**config.mk**
```make
export PLATFORM = sky130hd
export DESIGN_NAME = qk_inst_sequencer_flat
export DESIGN_NICKNAME = d
export VERILOG_FILES = /design/src/rtl/qk_inst_sequencer_if.sv /design/src/rtl/qk_inst_sequencer.sv /design/src/flat_wrapper.sv
export SDC_FILE = /design/constraint.sdc
export NUM_CORES = 1
export LEC_CHECK = 0
export CORE_UTILIZATION = 36
export CTS_CLUSTER_DIAMETER = 40
export DETAILED_ROUTE_END_ITERATION = 16
export GPL_TIMING_DRIVEN = 0
export SYNTH_ARGS = -nofsm -noshare
export SYNTH_HDL_FRONTEND = slang
export SYNTH_SLANG_ARGS = --single-unit
```
**constraint.sdc**
```tcl
create_clock -name clk -period 5.5 [get_ports clk]
set_clock_uncertainty 0.15 [all_clocks]
set_input_delay 1.1 -clock clk [delete_from_list [all_inputs] [get_ports clk]]
set_output_delay 1.1 -clock clk [all_outputs]
set_load 0.005 [all_outputs]
```
**src/rtl/qk_inst_sequencer_if.sv**
```systemverilog
// Handshake bundle between the QK instruction sequencer and the host/fullchip side.
// The sequencer takes the master modport and drives inst/busy/done/phase.
interface qk_inst_sequencer_if;
  logic        start;
  logic        ofifo_valid;
  logic [16:0] inst;
  logic        busy;
  logic        done;
  logic [2:0]  phase;

  modport master (
    input  start,
    input  ofifo_valid,
    output inst,
    output busy,
    output done,
    output phase
  );

  modport slave (
    output start,
    output ofifo_valid,
    input  inst,
    input  busy,
    input  done,
    input  phase
  );
endinterface

```
**src/rtl/qk_inst_sequencer.sv**
```systemverilog
// Autonomous LOAD -> GAP1 -> EXEC -> GAP2 -> DRAIN -> DONE instruction sequencer for fullchip_gated.
// Every output is a flop; inst_q holds the word for the cycle that state_q is in.
module qk_inst_sequencer #(
  parameter logic [7:0] total_cycle = 8'd8,
  parameter logic [7:0] col         = 8'd8,
  parameter logic [9:0] gap         = 10'd10
) (
  input  logic                 clk,
  input  logic                 reset,
  qk_inst_sequencer_if.master  seq
);

  typedef enum logic [2:0] {
    IDLE  = 3'd0,
    LOAD  = 3'd1,
    GAP1  = 3'd2,
    EXEC  = 3'd3,
    GAP2  = 3'd4,
    DRAIN = 3'd5,
    DONE  = 3'd6
  } state_e;

  typedef struct packed {
    logic       ofifo_rd;
    logic [3:0] qkmem_add;
    logic [3:0] pmem_add;
    logic       execute;
    logic       load;
    logic       qmem_rd;
    logic       qmem_wr;
    logic       kmem_rd;
    logic       kmem_wr;
    logic       pmem_rd;
    logic       pmem_wr;
  } inst_t;

  localparam logic [4:0] LOAD_LAST  = 5'(col + 8'd1);
  localparam logic [4:0] COL_IDX    = 5'(col);
  localparam logic [4:0] EXEC_LAST  = 5'(total_cycle);
  localparam logic [4:0] DRAIN_WORDS = 5'(total_cycle);
  localparam logic [7:0] GAP_LAST   = 8'(gap - 10'd1);

  state_e     state_q, state_d;
  logic [4:0] idx_q,   idx_d;
  logic [7:0] gap_q,   gap_d;
  logic [4:0] n_q,     n_d;
  inst_t      inst_q,  inst_d;
  logic [4:0] n_inc;

  // Next state and counters. The word issued in a DRAIN cycle is inst_q, so
  // the word count advances only when that word actually carried a write.
  always_comb begin
    // NOTE: every variable gets a default before the case so no path leaves
    // it unassigned, which would otherwise infer a latch.
    state_d = state_q;
    idx_d   = idx_q;
    gap_d   = gap_q;
    n_d     = n_q;
    n_inc   = n_q + 5'd1;

    unique case (state_q)
      IDLE: begin
        if (seq.start) begin
          state_d = LOAD;
          idx_d   = '0;
        end
      end
      LOAD: begin
        if (idx_q == LOAD_LAST) begin
          state_d = GAP1;
          gap_d   = '0;
        end else begin
          idx_d = idx_q + 5'd1;
        end
      end
      GAP1: begin
        if (gap_q == GAP_LAST) begin
          state_d = EXEC;
          idx_d   = '0;
        end else begin
          gap_d = gap_q + 8'd1;
        end
      end
      EXEC: begin
        if (idx_q == EXEC_LAST) begin
          state_d = GAP2;
          gap_d   = '0;
        end else begin
          idx_d = idx_q + 5'd1;
        end
      end
      GAP2: begin
        if (gap_q == GAP_LAST) begin
          state_d = DRAIN;
          n_d     = '0;
        end else begin
          gap_d = gap_q + 8'd1;
        end
      end
      DRAIN: begin
        if (inst_q.ofifo_rd) begin
          n_d = n_inc;
          if (n_inc == DRAIN_WORDS) state_d = DONE;
        end
      end
      DONE:    state_d = IDLE;
      default: state_d = IDLE;
    endcase
  end

  // Word for the upcoming cycle, derived from where the FSM is going. In
  // DRAIN the read/write decision uses ofifo_valid sampled at the opening edge.
  always_comb begin
    inst_d = '0;
    unique case (state_d)
      LOAD: begin
        inst_d.load    = 1'b1;
        inst_d.kmem_rd = (idx_d >= 5'd1) && (idx_d <= COL_IDX);
        if ((idx_d >= 5'd2) && (idx_d <= COL_IDX)) begin
          inst_d.qkmem_add = 4'(idx_d - 5'd1);
        end
      end
      EXEC: begin
        inst_d.execute   = 1'b1;
        inst_d.qmem_rd   = 1'b1;
        inst_d.qkmem_add = idx_d[3:0];
      end
      DRAIN: begin
        if (seq.ofifo_valid) begin
          inst_d.ofifo_rd = 1'b1;
          inst_d.pmem_wr  = 1'b1;
          inst_d.pmem_add = n_d[3:0];
        end
      end
      default: inst_d = '0;
    endcase
  end

  always_ff @(posedge clk) begin
    // NOTE: sequential state uses non-blocking assignments so every flop
    // samples pre-edge values regardless of statement order.
    if (reset) begin
      state_q <= IDLE;
      idx_q   <= '0;
      gap_q   <= '0;
      n_q     <= '0;
      inst_q  <= '0;
    end else begin
      state_q <= state_d;
      idx_q   <= idx_d;
      gap_q   <= gap_d;
      n_q     <= n_d;
      inst_q  <= inst_d;
    end
  end

  assign seq.inst  = inst_q;
  assign seq.busy  = (state_q != IDLE);
  assign seq.done  = (state_q == DONE);
  assign seq.phase = state_q;

endmodule

```
**src/flat_wrapper.sv**
```systemverilog
// flat-port wrapper written by rule: the top's interface ports become plain ports
module qk_inst_sequencer_flat 
#(
  parameter logic [7:0] total_cycle = 8'd8,
  parameter logic [7:0] col         = 8'd8,
  parameter logic [9:0] gap         = 10'd10
)
  (clk, reset, seq_start, seq_ofifo_valid, seq_inst, seq_busy, seq_done, seq_phase);
  qk_inst_sequencer_if seq_i ();
  input  logic clk;
  input  logic reset;
  input wire logic [$bits(seq_i.start)-1:0] seq_start;
  input wire logic [$bits(seq_i.ofifo_valid)-1:0] seq_ofifo_valid;
  output wire logic [$bits(seq_i.inst)-1:0] seq_inst;
  output wire logic [$bits(seq_i.busy)-1:0] seq_busy;
  output wire logic [$bits(seq_i.done)-1:0] seq_done;
  output wire logic [$bits(seq_i.phase)-1:0] seq_phase;
  assign seq_i.start = seq_start;
  assign seq_i.ofifo_valid = seq_ofifo_valid;
  assign seq_inst = seq_i.inst;
  assign seq_busy = seq_i.busy;
  assign seq_done = seq_i.done;
  assign seq_phase = seq_i.phase;
  qk_inst_sequencer #(.total_cycle(total_cycle), .col(col), .gap(gap)) u_core (.clk(clk), .reset(reset), .seq(seq_i));
endmodule
```
After elaboration in Yosys (flattened, before gate mapping)
Cells that the tools add are included.

Bits of input ports: 4. Flip-flop bits (word level): 33.

Muxes and demuxes: 26. $add $sub $neg: 4. Bitwise gates (word level): 3. Reductions and logical operators: 11. $lt $le $gt $ge: 3. Equality and inequality tests: 18.

Operator list (count): 5-bit two-way mux (6); 8-bit two-way mux (3); 8-bit case mux with 3 select lines (1); 3-bit two-way mux (7); 5-bit case mux with 4 select lines (1); 3-bit case mux with 6 select lines (1); 5-bit by 4-bit equality test with 1-bit output (second input constant) (3); 3-bit equality test (second input constant) (4); 5-bit by 1-bit adder with 5-bit output (second input constant) (2); 5-bit case mux with 2 select lines (1); 3-bit by 2-bit equality test with 1-bit output (second input constant) (3); 8-bit by 1-bit adder with 8-bit output (second input constant) (1); 8-bit by 4-bit equality test with 1-bit output (second input constant) (1); 2-bit by 1-bit inequality test with 1-bit output (second input constant) (4); 4-bit case mux with 2 select lines (1); 3-bit by 1-bit equality test with 1-bit output (second input constant) (2); 3-bit nonzero test (2); 5-bit by 1-bit greater-or-equal comparator with 1-bit output (second input constant) (1); 5-bit by 2-bit greater-or-equal comparator with 1-bit output (second input constant) (1); 5-bit by 4-bit less-or-equal comparator with 1-bit output (second input constant) (1); 1-bit two-way mux (4); 4-bit two-way mux (1); 4-bit AND reduction (1); 2-bit OR reduction (2); other kinds (8) (11).

Logic depth before layout (Yosys ltp)
Depth in word-level cells: 8. Gate-level depth with buffers: 11.

Least setup slack after synthesis
No wires, ideal clock.

Path type: register to register. From: register u_core.gap_q[0]. To: register u_core.inst_q, in the netlist u_core.seq.inst[14]. Stages on the path, launching flop included: 11. Required time: 5.224 ns. Data arrival time: 2.604 ns. Slack: 2.620 ns. Path through: dfxtp_1 ha_1 or4b_4 o311a_4 o21ai_0 a21boi_1 inv_1 ha_1 and3b_1 and3_1 o32ai_1.

Cells in the longest elaborated chain, start to end: 7.

Ends and longest elaborated chain: from (decl) (RTL line qk_inst_sequencer.sv:45) `logic [7:0] gap_q, gap_d;`; from (signal assigned) (RTL line qk_inst_sequencer.sv:151) `gap_q <= gap_d;`; 8-bit by 4-bit equality test with 1-bit output * (RTL line qk_inst_sequencer.sv:77) `if (gap_q == GAP_LAST) begin`; 5-bit two-way mux * (RTL line qk_inst_sequencer.sv:77); 5-bit case mux with 4 select lines * (RTL line qk_inst_sequencer.sv:61) `unique case (state_q)`; via u_core.idx_d[1] (RTL line qk_inst_sequencer.sv:44) `logic [4:0] idx_q, idx_d;`; 5-bit by 2-bit greater-or-equal comparator with 1-bit output / 5-bit by 4-bit less-or-equal comparator with 1-bit output (equally long branches) (RTL line qk_inst_sequencer.sv:119) `if ((idx_d >= 5'd2) && (idx_d <= COL_IDX)) begin`; 1-bit logical AND (RTL line qk_inst_sequencer.sv:119); 4-bit two-way mux * (RTL line qk_inst_sequencer.sv:119); 4-bit case mux with 2 select lines * (RTL line qk_inst_sequencer.sv:115) `unique case (state_d)`; to (signal assigned) (RTL line qk_inst_sequencer.sv:153) `inst_q <= inst_d;`; to (decl) (RTL line qk_inst_sequencer.sv:47) `inst_t inst_q, inst_d;`.

Mark *: on every way through the listed nets, which the timed path passes. The rest lies on a longest branch. A chain may end at the register's enable or synchronous reset.

Worst setup path in the final report
From: input seq_start. To: register u_core.inst_q, in the netlist u_core.seq.inst[14].

Cells in the longest elaborated chain, start to end: 6.

Ends and longest elaborated chain: from (decl) (RTL line flat_wrapper.sv:12) `input wire logic [$bits(seq_i.start)-1:0] seq_start;`; 5-bit two-way mux (RTL line qk_inst_sequencer.sv:63) `if (seq.start) begin`; 5-bit case mux with 4 select lines (RTL line qk_inst_sequencer.sv:61); 5-bit by 2-bit greater-or-equal comparator with 1-bit output / 5-bit by 4-bit less-or-equal comparator with 1-bit output (equally long branches) (RTL line qk_inst_sequencer.sv:119); 1-bit logical AND (RTL line qk_inst_sequencer.sv:119); 4-bit two-way mux (RTL line qk_inst_sequencer.sv:119); 4-bit case mux with 2 select lines * (RTL line qk_inst_sequencer.sv:115).

Mark *: on every way between the ends. The rest lies on a longest branch, timed or not.

==> reports/results.tsv <==
stage	metric	value	unit
sta	period_share	60.1	%
setup_path	end_kind	flop	
synth	ys_top_cells_by_count	dfxtp_1, nor2_1, nand2_1	
floorplanning	die-width	73.0	µm
sta	fmax	0.303	GHz
cells_and_area	final_nets	253	
global_routing	grt_pass1_wl	6.81	mm
cts	postCtsResizedCells	0	
cells_and_area	multi_input_comb_area	1060	µm²
floorplanning	rows	25	
synth	postSynth.asyncResetShare	0	%
sta	rsz0062_at_grt	false	
setup_path	required	5.54	ns
cts	clk_path_buf_depth	2	
cells_and_area	drive_gt1_share	12.0	%
setup_path	path_cells	clkdlybuf4s50_1 -> nand2b_1 -> o311a_4 -> o21ai_0 -> a21boi_1 -> ha_1 -> and3b_1 -> and3_1 -> o32ai_1	
route	vias_per_cell	5.04	
route	wl	3.95	mm
route	drtIter0Drc	55	
route	drcViolationCount	0	
route	num_vias	1552	
sta	tns	0	ns
synth	ys_seq_elements	33	
synth	ys_types	59	
sta	finalSetupViolCount	0	
cts	clock_sinks	33	
placement	post-place-ws	1.87	ns
setup_path	start_kind	input pin	
cells_and_area	final_util	46.9	%
sta	period_minus_slack	3.31	ns
power_and_ir_drop	p_per_area	242	nW/µm²
cells_and_area	area_delta_synth_final	23.6	%
cts	cts_tree	yes	
cts	cts.clk_slew.worst_paths	0.07	ns
route	first_pass_iters	4	
placement	port_buffers	22	
cells_and_area	fillCellCount	478	
sta	layout_setup_ws	2.19	ns
cts	cts_buffers	5	
cts	postCtsSetupBuffers	0	
synth	synth.most_common_cell	dfxtp_1	
synth	synth_area_leaders	dfxtp_1, ha_1, nor2_1, xor2_1, nand2_1	
floorplanning	die_area	5330	µm²
setup_path	cp_max_fo	6	
cts	htree_levels	2	
cts	clkLatencyLatePin	0.28	ns
power_and_ir_drop	ir_worst_vdd	0.104	mV
setup_path	cpPeakStageDelay	0.49	ns
global_routing	grt_usage	16.7	%
floorplanning	core_area	4790	µm²
synth	yosysTopAreaCell	dfxtp_1	
floorplanning	start_util	38.0	%
power_and_ir_drop	power_leakage	0.000894	µW
synth	netlist_area	1820	µm²
setup_path	path_class	in -> reg	
global_routing	grt_overflow	0	
sta	finalHoldViolations	0	
synth	synthFlopType	dfxtp_1	
cts	hold_buffers	0	
sta	maxSlewHeadroom	38.2	%
floorplanning	io-pin-count	26	
route	ant_nets	0	
synth	yosys_warnings	0	
route	wl_per_cell	12.8	µm
cts	cts_root_buffer	clkbuf_8	
global_routing	grt_max_degree	11	
global_routing	antenna_found_initial	0	
placement	gp_congestion	0.772	
flow_run	cap_violations	0	
setup_path	cp_slowest_cell	clkdlybuf4s50_1	
sta	worst_pin_slew	0.920	ns
synth	ys_seq_area_share	36.4	%
worst_hold_path	hold_class	reg -> reg	
cells_and_area	fin_cells	308	
cells_and_area	regArea	661	µm²
synth	netlist.area_leader.share	36.4	%
floorplanning	die_h	73.0	µm
placement	hpwl	2.91	mm
cells_and_area	diodes	0	
synth	avgSynthCellArea	8.69	µm²
sta	slew_violations	0	
placement	dp.cells	300	
global_routing	grt_pass1_vias	1374	
setup_path	worstPathArrival	3.35	ns
synth	synth_edf_count	0	
synth	synthCells	209	
status	outcome	finished, final reports clean	
-- cell families after synthesis --
logic type      share of synthesized area [%]
compound gates                           19.4
xor+xnor                                 3.86
fa+ha+maj                                6.20
buf+inv                                  5.72
flops                                    36.4
mux                                      1.17
other cells                             0.206
simple gates                             27.1
-- power by group --
group          switching, µW  total, µW  internal (µW)  leakage, µW
clock                   88.9        237            148    0.0000585
sequential              2.98        246            243     0.000267
combinational           31.6       59.2           27.5     0.000569
total                    123        542            419     0.000894
-- final cells by class --
class | instances | area share (%)
clock inverters | 1 | 1.34
flip-flops and latches | 33 | 29.4
repair buffers | 22 | 9.81
multi-input cells | 157 | 47.2
well taps | 67 | 3.73
plain buffers | 10 | 2.79
clock buffers | 7 | 3.85
inverters | 11 | 1.84
-- cells in the final DEF (no fill, tap or decap), drive strengths merged, types with 4 or more instances in the layout --
cell type / count
nand2: 15
and3: 4
and2: 5
clkdlybuf4s50: 22
clkbuf: 10
o21ai: 9
a21oi: 9
nor2: 26
nand3: 7
inv: 11
buf: 7
nand4: 4
nor3: 5
ha: 9
nor2b: 7
xor2: 7
dfxtp: 33
-- worst max-delay path: cells and delay by family --
kind	cells	cell delay, ns
buf+inv	1	0.49
compound gates	4	1.03
fa+ha+maj	1	0.29
simple gates	3	0.43
-- metal layers --
layer | routed length (µm) | up-vias | GRT usage (%) | part of all wire [%]
met5 | 0 | - | 0 | 0
met2 | 1760 | 36 | 24.5 | 45
met1 | 1950 | 710 | 23.9 | 49
li1 | - | 800 | - | -
met3 | 181 | 6 | 3.73 | 4.6
met4 | 57 | 0 | 6.10 | 1.4
-- final timing paths --
| check | from | endpoint | cells after the start | slack, ns |
|---|---|---|---|---|
| worst max-delay path | seq_start | u_core.seq.inst[14]$_SDFF_PP0_ | 9 | 2.19 |
| worst min-delay path | u_core.n_q[4]$_SDFFE_PP0P_ | u_core.n_q[4]$_SDFFE_PP0P_ | 2 | 0.35 |
| worst max register to register | u_core.gap_q[0]$_SDFFE_PP0P_ | u_core.seq.inst[14]$_SDFF_PP0_ | 9 | 2.28 |
| worst min register to register | u_core.n_q[4]$_SDFFE_PP0P_ | u_core.n_q[4]$_SDFFE_PP0P_ | 2 | 0.35 |
-- flip-flops by register name, summed over array words and instances, names as in the netlist --
signal and flops:
u_core.seq.phase 3, u_core.seq.inst 12, u_core.idx_q 5, u_core.gap_q 8, u_core.n_q 5
-- per-stage QoR --
step	hold WS, ns	instance area, µm²	power [µW]
after CTS	0.351	2240	549
after global placement	0.343	2130	310
final	0.351	2240	542
after floorplan	0.321	1820	291
after detailed placement	0.342	2130	311
after global routing	0.373	2240	566
(Power assumes the default switching activity.)
